### src/rtl/muldiv_pkg.sv
// Shared encodings for the iterative multiply/divide unit.
package muldiv_pkg;

  typedef enum logic [1:0] {
    MD_MULT  = 2'b00,
    MD_MULTU = 2'b01,
    MD_DIV   = 2'b10,
    MD_DIVU  = 2'b11
  } md_op_e;

  typedef enum logic [1:0] {
    IDLE = 2'b00,
    CALC = 2'b01,
    FIX  = 2'b10
  } md_state_e;

  // Quotient returned on a zero divisor.
  localparam logic [31:0] DIV0_QUOT = 32'hFFFF_FFFF;

endpackage

### src/rtl/muldiv_if.sv
// Command/result bundle between the EX stage and the multiply/divide unit.
interface muldiv_if #(
  parameter int unsigned XLEN = 32
);
  logic            start;
  logic [1:0]      op;
  logic [XLEN-1:0] src_a;
  logic [XLEN-1:0] src_b;
  logic            flush;
  logic            hi_we;
  logic            lo_we;
  logic [XLEN-1:0] wdata;
  logic            busy;
  logic            done;
  logic [XLEN-1:0] hi;
  logic [XLEN-1:0] lo;

  modport master (
    output start, op, src_a, src_b, flush, hi_we, lo_we, wdata,
    input  busy, done, hi, lo
  );

  modport slave (
    input  start, op, src_a, src_b, flush, hi_we, lo_we, wdata,
    output busy, done, hi, lo
  );
endinterface

### src/rtl/muldiv_step.sv
// One radix-2 iteration: shift-add multiply or restoring shift-subtract divide.
// acc layout: multiply {partial, multiplier}; divide {remainder, quotient/dividend}.
module muldiv_step #(
  parameter int unsigned XLEN = 32
) (
  input  logic              is_div_i,
  input  logic [2*XLEN-1:0] acc_i,
  input  logic [XLEN-1:0]   opnd_i,
  output logic [2*XLEN-1:0] acc_o
);
  logic [XLEN:0] sum;
  logic [XLEN:0] trial;
  logic [XLEN:0] diff;

  // Single-step datapath; the remainder never reaches 2*divisor so XLEN+1 bits suffice.
  always_comb begin
    sum   = {1'b0, acc_i[2*XLEN-1:XLEN]} + (acc_i[0] ? {1'b0, opnd_i} : '0);
    trial = {acc_i[2*XLEN-1:XLEN], acc_i[XLEN-1]};
    diff  = trial - {1'b0, opnd_i};
    if (!is_div_i) begin
      acc_o = {sum, acc_i[XLEN-1:1]};
    end else if (!diff[XLEN]) begin
      acc_o = {diff[XLEN-1:0], acc_i[XLEN-2:0], 1'b1};
    end else begin
      acc_o = {trial[XLEN-1:0], acc_i[XLEN-2:0], 1'b0};
    end
  end
endmodule

### src/rtl/muldiv_unit.sv
// Iterative MULT/MULTU/DIV/DIVU unit owning HI/LO.
// Optional: define MULDIV_FAST_MUL_EN for a single-cycle combinational multiply.
module muldiv_unit
  import muldiv_pkg::*;
#(
  parameter int unsigned XLEN  = 32,
  parameter int unsigned CNT_W = 6
) (
  input  logic     clk,
  input  logic     rst,
  muldiv_if.slave  bus
);
  md_state_e         state_q, state_d;
  logic [CNT_W-1:0]  cnt_q, cnt_d;
  logic [2*XLEN-1:0] acc_q, acc_d;
  logic [XLEN-1:0]   opnd_q, opnd_d;
  md_op_e            op_q, op_d;
  logic              q_neg_q, q_neg_d;
  logic              r_neg_q, r_neg_d;
  logic [XLEN-1:0]   hi_q, hi_d, lo_q, lo_d;
  logic              done_q, done_d;

  logic              a_neg, b_neg, in_mul;
  logic [XLEN-1:0]   a_mag, b_mag;
  logic [2*XLEN-1:0] step_acc, prod, prod_s;
  logic [XLEN-1:0]   quot_s, rem_s;

  muldiv_step #(.XLEN(XLEN)) u_step (
    .is_div_i (op_q[1]),
    .acc_i    (acc_q),
    .opnd_i   (opnd_q),
    .acc_o    (step_acc)
  );

  // Operand magnitudes and result signs for the incoming op (op[0]=0 means signed).
  always_comb begin
    in_mul = ~bus.op[1];
    a_neg  = ~bus.op[0] & bus.src_a[XLEN-1];
    b_neg  = ~bus.op[0] & bus.src_b[XLEN-1];
    a_mag  = a_neg ? -bus.src_a : bus.src_a;
    b_mag  = b_neg ? -bus.src_b : bus.src_b;
  end

  // Sign correction of the finished result; remainder follows the dividend.
  always_comb begin
`ifdef MULDIV_FAST_MUL_EN
    prod = {{XLEN{1'b0}}, acc_q[XLEN-1:0]} * {{XLEN{1'b0}}, opnd_q};
`else
    prod = acc_q;
`endif
    prod_s = q_neg_q ? -prod : prod;
    if (opnd_q == '0) begin
      quot_s = XLEN'(DIV0_QUOT);
    end else begin
      quot_s = q_neg_q ? -acc_q[XLEN-1:0] : acc_q[XLEN-1:0];
    end
    rem_s = r_neg_q ? -acc_q[2*XLEN-1:XLEN] : acc_q[2*XLEN-1:XLEN];
  end

  // FSM next state, iteration datapath and HI/LO writes.
  always_comb begin
    state_d = state_q;
    cnt_d   = cnt_q;
    acc_d   = acc_q;
    opnd_d  = opnd_q;
    op_d    = op_q;
    q_neg_d = q_neg_q;
    r_neg_d = r_neg_q;
    done_d  = 1'b0;
    hi_d    = bus.hi_we ? bus.wdata : hi_q;
    lo_d    = bus.lo_we ? bus.wdata : lo_q;
    if (bus.flush) begin
      state_d = IDLE;
    end else begin
      case (state_q)
        IDLE: begin
          if (bus.start) begin
            op_d    = md_op_e'(bus.op);
            opnd_d  = in_mul ? a_mag : b_mag;
            acc_d   = {{XLEN{1'b0}}, (in_mul ? b_mag : a_mag)};
            q_neg_d = a_neg ^ b_neg;
            r_neg_d = a_neg;
            cnt_d   = '0;
            state_d = CALC;
`ifdef MULDIV_FAST_MUL_EN
            if (in_mul) state_d = FIX;
`endif
          end
        end
        CALC: begin
          acc_d = step_acc;
          cnt_d = cnt_q + 1'b1;
          if (cnt_q == CNT_W'(XLEN - 1)) state_d = FIX;
        end
        FIX: begin
          if (op_q[1]) begin
            hi_d = rem_s;
            lo_d = quot_s;
          end else begin
            hi_d = prod_s[2*XLEN-1:XLEN];
            lo_d = prod_s[XLEN-1:0];
          end
          done_d  = 1'b1;
          state_d = IDLE;
        end
        default: state_d = IDLE;
      endcase
    end
  end

  // State registers with synchronous reset.
  always_ff @(posedge clk) begin
    if (rst) begin
      state_q <= IDLE;
      cnt_q   <= '0;
      acc_q   <= '0;
      opnd_q  <= '0;
      op_q    <= MD_MULT;
      q_neg_q <= 1'b0;
      r_neg_q <= 1'b0;
      hi_q    <= '0;
      lo_q    <= '0;
      done_q  <= 1'b0;
    end else begin
      state_q <= state_d;
      cnt_q   <= cnt_d;
      acc_q   <= acc_d;
      opnd_q  <= opnd_d;
      op_q    <= op_d;
      q_neg_q <= q_neg_d;
      r_neg_q <= r_neg_d;
      hi_q    <= hi_d;
      lo_q    <= lo_d;
      done_q  <= done_d;
    end
  end

  assign bus.busy = (state_q != IDLE);
  assign bus.done = done_q;
  assign bus.hi   = hi_q;
  assign bus.lo   = lo_q;
endmodule
### src/flat_wrapper.sv
// flat-port wrapper written by rule: the top's interface ports become plain ports
module muldiv_unit_flat import muldiv_pkg::*;
#(
  parameter int unsigned XLEN  = 32,
  parameter int unsigned CNT_W = 6
)
  (clk, rst, bus_start, bus_op, bus_src_a, bus_src_b, bus_flush, bus_hi_we, bus_lo_we, bus_wdata, bus_busy, bus_done, bus_hi, bus_lo);
  muldiv_if #(.XLEN(XLEN)) bus_i ();
  input  logic clk;
  input  logic rst;
  input wire logic [$bits(bus_i.start)-1:0] bus_start;
  input wire logic [$bits(bus_i.op)-1:0] bus_op;
  input wire logic [$bits(bus_i.src_a)-1:0] bus_src_a;
  input wire logic [$bits(bus_i.src_b)-1:0] bus_src_b;
  input wire logic [$bits(bus_i.flush)-1:0] bus_flush;
  input wire logic [$bits(bus_i.hi_we)-1:0] bus_hi_we;
  input wire logic [$bits(bus_i.lo_we)-1:0] bus_lo_we;
  input wire logic [$bits(bus_i.wdata)-1:0] bus_wdata;
  output wire logic [$bits(bus_i.busy)-1:0] bus_busy;
  output wire logic [$bits(bus_i.done)-1:0] bus_done;
  output wire logic [$bits(bus_i.hi)-1:0] bus_hi;
  output wire logic [$bits(bus_i.lo)-1:0] bus_lo;
  assign bus_i.start = bus_start;
  assign bus_i.op = bus_op;
  assign bus_i.src_a = bus_src_a;
  assign bus_i.src_b = bus_src_b;
  assign bus_i.flush = bus_flush;
  assign bus_i.hi_we = bus_hi_we;
  assign bus_i.lo_we = bus_lo_we;
  assign bus_i.wdata = bus_wdata;
  assign bus_busy = bus_i.busy;
  assign bus_done = bus_i.done;
  assign bus_hi = bus_i.hi;
  assign bus_lo = bus_i.lo;
  muldiv_unit #(.XLEN(XLEN), .CNT_W(CNT_W)) u_core (.clk(clk), .rst(rst), .bus(bus_i));
endmodule
### config.mk
export PLATFORM = sky130hd
export DESIGN_NAME = muldiv_unit_flat
export DESIGN_NICKNAME = d
export VERILOG_FILES = /design/src/rtl/muldiv_pkg.sv /design/src/rtl/muldiv_if.sv /design/src/rtl/muldiv_step.sv /design/src/rtl/muldiv_unit.sv /design/src/flat_wrapper.sv
export SDC_FILE = /design/constraint.sdc
export NUM_CORES = 1
export LEC_CHECK = 0
export CAP_MARGIN = 0
export CELL_PAD_IN_SITES_DETAIL_PLACEMENT = 2
export CELL_PAD_IN_SITES_GLOBAL_PLACEMENT = 2
export CORE_ASPECT_RATIO = 0.8
export CORE_MARGIN = 2
export CORE_UTILIZATION = 34
export DETAILED_ROUTE_END_ITERATION = 16
export GPL_TIMING_DRIVEN = 1
export PLACE_DENSITY = 0.9
export SYNTH_ARGS = -nofsm -noshare
export SYNTH_HDL_FRONTEND = slang
export SYNTH_SLANG_ARGS = --single-unit
### constraint.sdc
create_clock -name clk -period 3.93 [get_ports clk]
set_input_delay 1.179 -clock clk [delete_from_list [all_inputs] [get_ports clk]]
set_output_delay 1.179 -clock clk [all_outputs]
set_load 0.05 [all_outputs]
==> results.md, run 1 <==
Layout:
- The number of diodes is 0.
- The area growth from synthesis to layout is 22.6%.
- In the layout the commonest cells are 216 x sky130_fd_sc_hd__nor2_1, 171 x sky130_fd_sc_hd__dfxtp_1, 165 x sky130_fd_sc_hd__clkdlybuf4s50_1.
- The most common library cell in the layout ignoring fill and taps is sky130_fd_sc_hd__nor2_1.
- The post-route netlist has 9.97% of its cells at a drive strength greater than 1.
- The end-of-flow core utilization is 42.3%.
- For this run, the post-layout net count is 2310.

Drt:
- After detailed routing, the met2 layer carries 36400 um of wire.
- The via-per-instance ratio is 6.53.
- The first detailed-routing pass took 5 iterations.
- After detailed routing, the met3 layer carries 7170 um of wire.
- In the routed design, unresolved DRC markers number 0.
- The overall via count from detail_route is 17700.
- For this block, the routed nets add up to 82100 um of wire.
- For this block, the initial DRC count from the detailed router was 1923.
- The highest metal layer with signal wires is met5.
- The detailed-route wire length on metal 1 is 34600 um.
- The count of nets left with antenna violations once routing finished came out at 0.
- In the final routed layout, each cell accounts on average for 30.3 um.

Timing:
- The worst hold margin is 0.514 ns.
- Setup violations remaining at the end of the flow were counted as 0.
- The worst path in the final design needs a cycle of 3.91 ns, including I/O delays and setup.
- At the pin with the least slew margin, the transition time is 0.988 ns.
- In this run the tightest slew margin relative to its limit is 34.1%.
- The largest clock skew in the final design is 0.0122 ns.
- The maximum operating frequency is 256 MHz.
- Of the available clock period, the critical path in the final layout requires 99.5%.
- The number of max-slew violations in the final report came to 0.
- The total count of hold-check failures in the final report came to 0.
- The final-layout setup total negative slack is 0 ns.

Pwr:
- The peak supply drop is 0.000319 V.
- For this design the static power due to leakage is 7.25 nW.
- The power density over cell area is 310 nW/um2.

Worst setup path:
- The most repeated library cell on the critical path is sky130_fd_sc_hd__o31a_1.
- The reg-to-reg startpoint is u_core.acc_q[31].
- STA classifies the critical path endpoint as a flop.
- The gate family responsible for the most delay along the worst path is compound AO/OA/AOI/OAI gates.
- The worst setup path is launched from a flop.
- The source of the critical timing path is u_core.acc_q[31].
- STA puts the critical path data required time at 4.33 ns.
- On the critical path, the stage with the largest delay is an instance of sky130_fd_sc_hd__a2111oi_1.
- The sum of buffers and inverters on the critical path is 1.
- Data arrives at the worst endpoint at 4.31 ns.
- The critical path goes through inv_1 -> ha_1 -> nor2b_1 -> o31a_1 -> o31a_1 -> a2111oi_1 -> o21ai_0 -> a21boi_0 -> xnor2_1 -> mux2i_1 -> o211ai_1.
- For this run, the slowest stage of the critical path takes 0.77 ns.
- The kind of critical path is flop to flop.
- In this run the worst path has a maximum fanout of 4.

Global route:
- The global-route wire length before repair is 122000 um.
- Entering global routing, the biggest net connects 63 pins.
- Global routing used 35.4% of the available tracks across all layers.
- The via count of the first global-routing pass was 18500.
- The global route total overflow is 0.
- The initial antenna violation count came to 1.

Clocking:
- The number of clock buffers added by TritonCTS is 17.
- The tree built by TritonCTS fans out to 172 sinks.
- The clock passes through at most 2 buffers.
- After clock tree synthesis, the clock-pin slew on the worst setup and hold paths is 0.08 ns.
- The H-tree generated during clock tree synthesis spans 4 levels.
- The root buffer cell is sky130_fd_sc_hd__clkbuf_16.
- The clock latency on the worst-skew pair is 0.48 ns.
- The CTS tree is built.
- After clock tree synthesis, the flow added hold-fix buffers numbering 0.

Synth:
- The synthesis-stage register bit count is 172.
- The share of the synthesized area in the top cell type is 23.1%.
- Sequential cells were found to cover 23.1% of the synthesized design area.
- The number of nets in the synthesized netlist is 2131.
- The synthesized area is 14900 um2.
- Among all flip-flop cells after synthesis, the most frequent one is sky130_fd_sc_hd__dfxtp_1.
- The post-synthesis cell type with the largest combined area is sky130_fd_sc_hd__dfxtp_1.
- Yosys mapped a number of flops with a built-in enable equal to 0.
- Synthesis produced a netlist whose cell count is 1956.
- The synthesized area per cell is 7.63 um2.
- The number of synthesis warnings is 0.
- Ranked by total cell area, the synthesized netlist is headed by sky130_fd_sc_hd__dfxtp_1 23%, sky130_fd_sc_hd__mux2i_1 7.7%, sky130_fd_sc_hd__ha_1 5.8%.
- The number of different library cells in the post-synthesis netlist is 92.
- After synthesis, the share of flip-flops with an asynchronous set or reset is 0%.

Hold path:
- The type of the tightest min-delay check is flop to flop.
- The startpoint identified for the worst hold timing path is u_core.opnd_q[19].

Placed design:
- The count of buffers inserted at the top-level ports is 169.
- The routability-driven placement congestion ratio is 0.927.
- The detailed placement HPWL is 62100 um.

Floorplanning:
- The core box area is 43200 um2.
- The full die area is 45600 um2.
- For this configuration, the core starts out at a cell density of 34.5%.
- 170 I/O pins were placed.
- The y dimension of the die is 191 um.
- In this run the horizontal extent of the chip is 238 um.
- The row count is 68.

Status:
- The run finished with clean final reports.

Job:
- The total of max-cap violations is 0.
-- routing by layer --
layer,vias up,track usage (%)
met1,8938,46.1
met4,2,15.2
met5,-,0
met3,266,7.31
met2,966,56.6
li1,7517,-
-- worst register-to-register path: cells and delay by family (launching register included) --
family	cells	cell delay, ns
adder cells (fa/ha/maj)	1	0.34
flip-flops	1	0.34
multiplexers	1	0.13
XOR/XNOR	1	0.25
buffers and inverters	1	0.24
AO/OA/AOI/OAI	6	2.42
AND/OR/NAND/NOR	1	0.11
-- flip-flops by register name, indices dropped and copies added (netlist names) --
register and cells:
u_core.acc_q 64, u_core.bus.done 1, u_core.bus.hi 32, u_core.bus.lo 32, u_core.cnt_q 6, u_core.op_q 1, u_core.opnd_q 32, u_core.q_neg_q 1
u_core.r_neg_q 1, u_core.state_q 2
-- logic make-up (layout without fill, tap and decap cells) --
kind of cell	Yosys count	after routing	share of synthesized area (%)
multiplexers	128	128	8.70
buffers and inverters	193	384	5.44
AO/OA/AOI/OAI	594	594	26.2
AND/OR/NAND/NOR	624	624	20.3
XOR/XNOR	174	174	10.2
adder cells (fa/ha/maj)	71	71	6.06
flip-flops	172	172	23.1
-- synth_stat cells (all sizes together), types with 31 or more instances --
| cell | number |
|---|---|
| ha | 69 |
| xnor2 | 83 |
| a221oi | 35 |
| a211oi | 48 |
| o211ai | 39 |
| nor3 | 46 |
| nor4 | 33 |
| mux2i | 115 |
| dfxtp | 172 |
| nor2 | 218 |
| o21ai | 130 |
| o31ai | 31 |
| clkbuf | 107 |
| nand2 | 159 |
| inv | 65 |
| xor2 | 91 |
| a21oi | 163 |
-- final timing paths --
path                             to  slack (ns)  cells past startpoint
setup / recovery   u_core.acc_q[49]        0.02                     11
hold / removal    u_core.opnd_q[19]        0.51                      2
setup reg to reg   u_core.acc_q[49]        0.02                     11
hold reg to reg   u_core.opnd_q[19]        0.51                      2
-- metrics by stage --
stage / instances / setup slack [ns] / power (mW) / instance area (um2)
global route: 2707 / -0.0572 / 5.83 / 18300
global placement: 2673 / -0.0377 / 3.66 / 17600
detailed placement: 2673 / -0.409 / 3.78 / 17600
finish: 2707 / 0.0204 / 5.67 / 18300
CTS: 2704 / 0.0111 / 5.59 / 18200
floorplan: 1956 / 0.482 / 3.00 / 14900
-- report_power, final --
group	internal [mW]	total (mW)	leakage, nW	switching (mW)
registers	1.84	1.96	1.41	0.127
clock network	0.957	1.80	0.276	0.843
logic	0.676	1.90	5.57	1.23
total	3.47	5.67	7.25	2.20
-- timing repair --
item | CTS | global route
gates resized for setup | 1 | 8
setup buffers | 0 | 3
setup endpoints to repair | 4 | 13
-- final cells by class --
type	count	area, um2
Multi-Input combinational cell	1591	10700
Sequential cell	172	3440
Inverter	65	248
Tap cell	560	701
Fill cell	4836	24900
Clock inverter	12	140
Timing Repair Buffer	288	2590
Clock buffer	19	443
Power figures use the tool's default switching activity.
==> run 2: changes to the inputs <==
Settings changed: PLACE_DENSITY 0.9 to 0.8, REMOVE_ABC_BUFFERS from default to 1.
==> run 2 against run 1 <==
Global-route usage is 3.7 points lower; critical path depth is 3 higher; worst hold slack worse by 0.037 ns; power is 0.18% higher; final area hardly changed; critical path type unchanged.
==> results.md, run 2 (same netlist as run 1, synthesis figures left out) <==
Timing:
- The number of max-slew violations in the final report is 0 (unchanged).
- The tightest slew margin relative to the limit was 15.7% (-18 points).
- The number of failing setup endpoints in the final timing report came to 0 (unchanged).
- The clock period minus final worst setup slack is 3.79 ns (-0.120 ns).
- The maximum operating frequency is 264 MHz (+3.2%).
- The largest clock skew in the final design was 0.0158 ns (+0.00357 ns).
- The measured slew at the worst slew-check pin is 1.26 ns (+0.273 ns).
- The total count of hold-check failures in the final report was 0 (unchanged).
- The ratio of final minimum period to clock period is 96.4% (-3.1 points).

Worst setup path:
- In this run the worst setup path begins at u_core.acc_q[0].
- The slack of the worst reg-to-reg path is 0.14 ns (+0.12 ns).
- The data arrival time at the worst-slack endpoint is 4.18 ns (-0.13 ns).
- STA classifies the critical path startpoint as a flop.
- The critical path in this run is classified as flop to flop.
- STA classifies the critical path endpoint as a flop.
- The largest fanout on the critical path is 7 (+3).
- The capture point of the worst reg-to-reg path is u_core.acc_q[59].
- The worst reg-to-reg path cell count is 14 (+3).
- The startpoint identified for the worst register-to-register timing path is u_core.acc_q[0].
- The timing endpoint of the critical path is u_core.acc_q[59].
- The required time of the critical path is 4.32 ns (about the same).

Placed design:
- The count of buffers inserted at the top-level ports is 169 (unchanged).
- The detailed placement HPWL is 54900 um (-12%).
- The routability-driven placement congestion ratio was 0.925 (-0.15%).
- The placed cell area is 17600 um2 (-0.33%).

Layout:
- The flip-flop count of the largest register after layout is 64 (unchanged).
- Leaving out fill and tap cells, the most frequent cells in the layout are 216 x sky130_fd_sc_hd__nor2_1, 171 x sky130_fd_sc_hd__dfxtp_1, 163 x sky130_fd_sc_hd__clkdlybuf4s50_1.
- The proportion of layout cells with a drive suffix above 1 is 9.47% (-0.50 points).
- The multi-input combinational cell area is 10700 um2 (+0.12%).
- Leaving out fill and tap cells, the most frequent cell in the layout is sky130_fd_sc_hd__nor2_1.
- The register cell area after layout is 3440 um2 (unchanged).
- The end-of-flow core utilization came to 42.3% (about the same).
- The number of fill cells in the layout was 4948 (+2.3%).
- The number of diodes came to 0 (unchanged).
- The area growth from synthesis to layout is 22.6% (about the same).
- The register with the highest flop count is u_core.acc_q.
- The number of nets at the end of the flow is 2297 (-0.56%).
- The area of all placed cells without fillers is 18300 um2 (about the same).

Floorplanning:
- The full die area is 45600 um2 (unchanged).
- The effective utilization at floorplan came to 34.5% (unchanged).
- The y dimension of the die is 191 um (unchanged).
- The row count was 68 (unchanged).
- The number of top-level design ports is 170 (unchanged).
- The floorplan die width is 238 um (unchanged).
- The core box area is 43200 um2 (unchanged).

Pwr:
- The power density over cell area came to 310 nW/um2 (+0.18%).
- The leakage component of the power was 7.21 nW (-0.55%).
- The peak supply drop is 0.000324 V (+1.7%).
- The overall power of the completed layout came to 5.68 mW (+0.18%).

Clocking:
- TritonCTS built the clock tree.
- The clock latency on the worst-skew pair came to 0.49 ns (about the same).
- The largest buffer count on any clock path came to 2 (unchanged).
- The number of CTS-inserted buffers is 17 (unchanged).
- The clock slew at the register clock pins of the worst setup and hold paths was 0.08 ns (about the same).
- The sink count of the clock tree is 172 (unchanged).
- The level count of the clock H-tree is 4 (unchanged).
- The post-cts hold buffer count is 0 (unchanged).
- The root buffer cell is sky130_fd_sc_hd__clkbuf_16.

Drt:
- The post-detailed-route DRC marker count came to 0 (unchanged).
- The via-per-instance ratio is 6.11 (-6.5%).
- The number of antenna-violating nets in the routed design is 0 (unchanged).
- The overall via count from detail_route is 16500 (-7.0%).
- The number of search-and-repair iterations in the first detailed-routing pass is 6 (+1).
- The initial detailed-routing violation count came to 1320 (-31%).
- The routed length per instance came to 26.7 um (-12%).
- The routed wire length is 71800 um (-12%).

Global route:
- The via count of the first global-routing pass is 17600 (-4.9%).
- The maximum number of pins on one net before global-route repair is 103 (+63%).
- The global-route wire length before repair is 110000 um (-9.7%).
- The global route total overflow is 0 (unchanged).
- The initial antenna violation count is 1 (unchanged).
- The combined global-route utilization of all metal layers is 31.6% (-3.7 points).

Status:
- The run finished with clean final reports.

Job:
- The total of max-cap violations was 0 (unchanged).

Hold path:
- The type of the tightest min-delay check is flop to flop.
==> run 2: how the worst min path moves through the flow <==
| stage | from | endpoint | slack (ns) | cells after the start |
|---|---|---|---|---|
| floorplan | u_core.opnd_q[5] | u_core.opnd_q[5] | 0.43 | 2 |
| global placement | u_core.opnd_q[5] | u_core.opnd_q[5] | 0.45 | 2 |
| detailed placement | u_core.opnd_q[5] | u_core.opnd_q[5] | 0.47 | 2 |
| CTS | u_core.opnd_q[5] | u_core.opnd_q[5] | 0.48 | 2 |
| global route | u_core.opnd_q[17] | u_core.opnd_q[17] | 0.49 | 2 |
| finish | u_core.opnd_q[5] | u_core.opnd_q[5] | 0.48 | 2 |
==> run 2: metrics by stage <==
stage / instances / hold slack [ns] / setup TNS [ns] / setup slack [ns]
floorplan: 1828 / 0.426 / -72.90 / -2.15
global placement: 2661 / 0.447 / -1.67 / -0.245
detailed placement: 2661 / 0.469 / -4.48 / -0.365
CTS: 2691 / 0.479 / 0 / 0.00644
global route: 2693 / 0.491 / -0.000902 / -0.000902
finish: 2693 / 0.477 / 0 / 0.140
==> run 2: final cells by class <==
| cell class | count | share of cell area, % |
|---|---|---|
| inverters | 65 | 1.35 |
| flip-flops and latches | 172 | 18.8 |
| repair buffers | 275 | 13.8 |
| multi-input cells | 1591 | 58.7 |
| clock buffers | 20 | 2.44 |
| well taps | 560 | 3.83 |
| clock inverters | 10 | 1.04 |
==> run 2: report_power, final <==
| part | switching, mW | internal, mW | total, mW |
|---|---|---|---|
| logic | 1.07 | 0.663 | 1.73 |
| clock network | 0.839 | 1.14 | 1.98 |
| registers | 0.129 | 1.84 | 1.96 |
==> run 2: per-layer routing <==
metal / wire length, um / share of wire, % / global-route usage, %
met1: 33100 / 46 / 42.2
met2: 32000 / 45 / 50.9
met3: 4260 / 5.9 / 5.50
met4: 2480 / 3.5 / 12.1
met5: 13 / 0.018 / 0
==> run 2: timing repair <==
action	in CTS	in global routing
buffers inserted	0	2
endpoints found under the setup margin	2	17
gates resized for setup	1	11
pin swaps	0	5
hold endpoints to repair	0	0
==> run 2: worst max-delay path: stages (launching register included) <==
cell	delay, ns
sky130_fd_sc_hd__dfxtp_1	0.57
sky130_fd_sc_hd__and2_1	0.19
sky130_fd_sc_hd__ha_1	0.24
sky130_fd_sc_hd__inv_1	0.09
sky130_fd_sc_hd__fa_1	0.40
sky130_fd_sc_hd__nand2b_1	0.24
sky130_fd_sc_hd__a21oi_1	0.32
sky130_fd_sc_hd__o21bai_1	0.19
sky130_fd_sc_hd__a21oi_2	0.27
sky130_fd_sc_hd__o211ai_1	0.11
sky130_fd_sc_hd__buf_4	0.18
sky130_fd_sc_hd__a21oi_1	0.23
sky130_fd_sc_hd__o21ai_0	0.17
sky130_fd_sc_hd__xnor2_1	0.16
sky130_fd_sc_hd__a221o_1	0.31
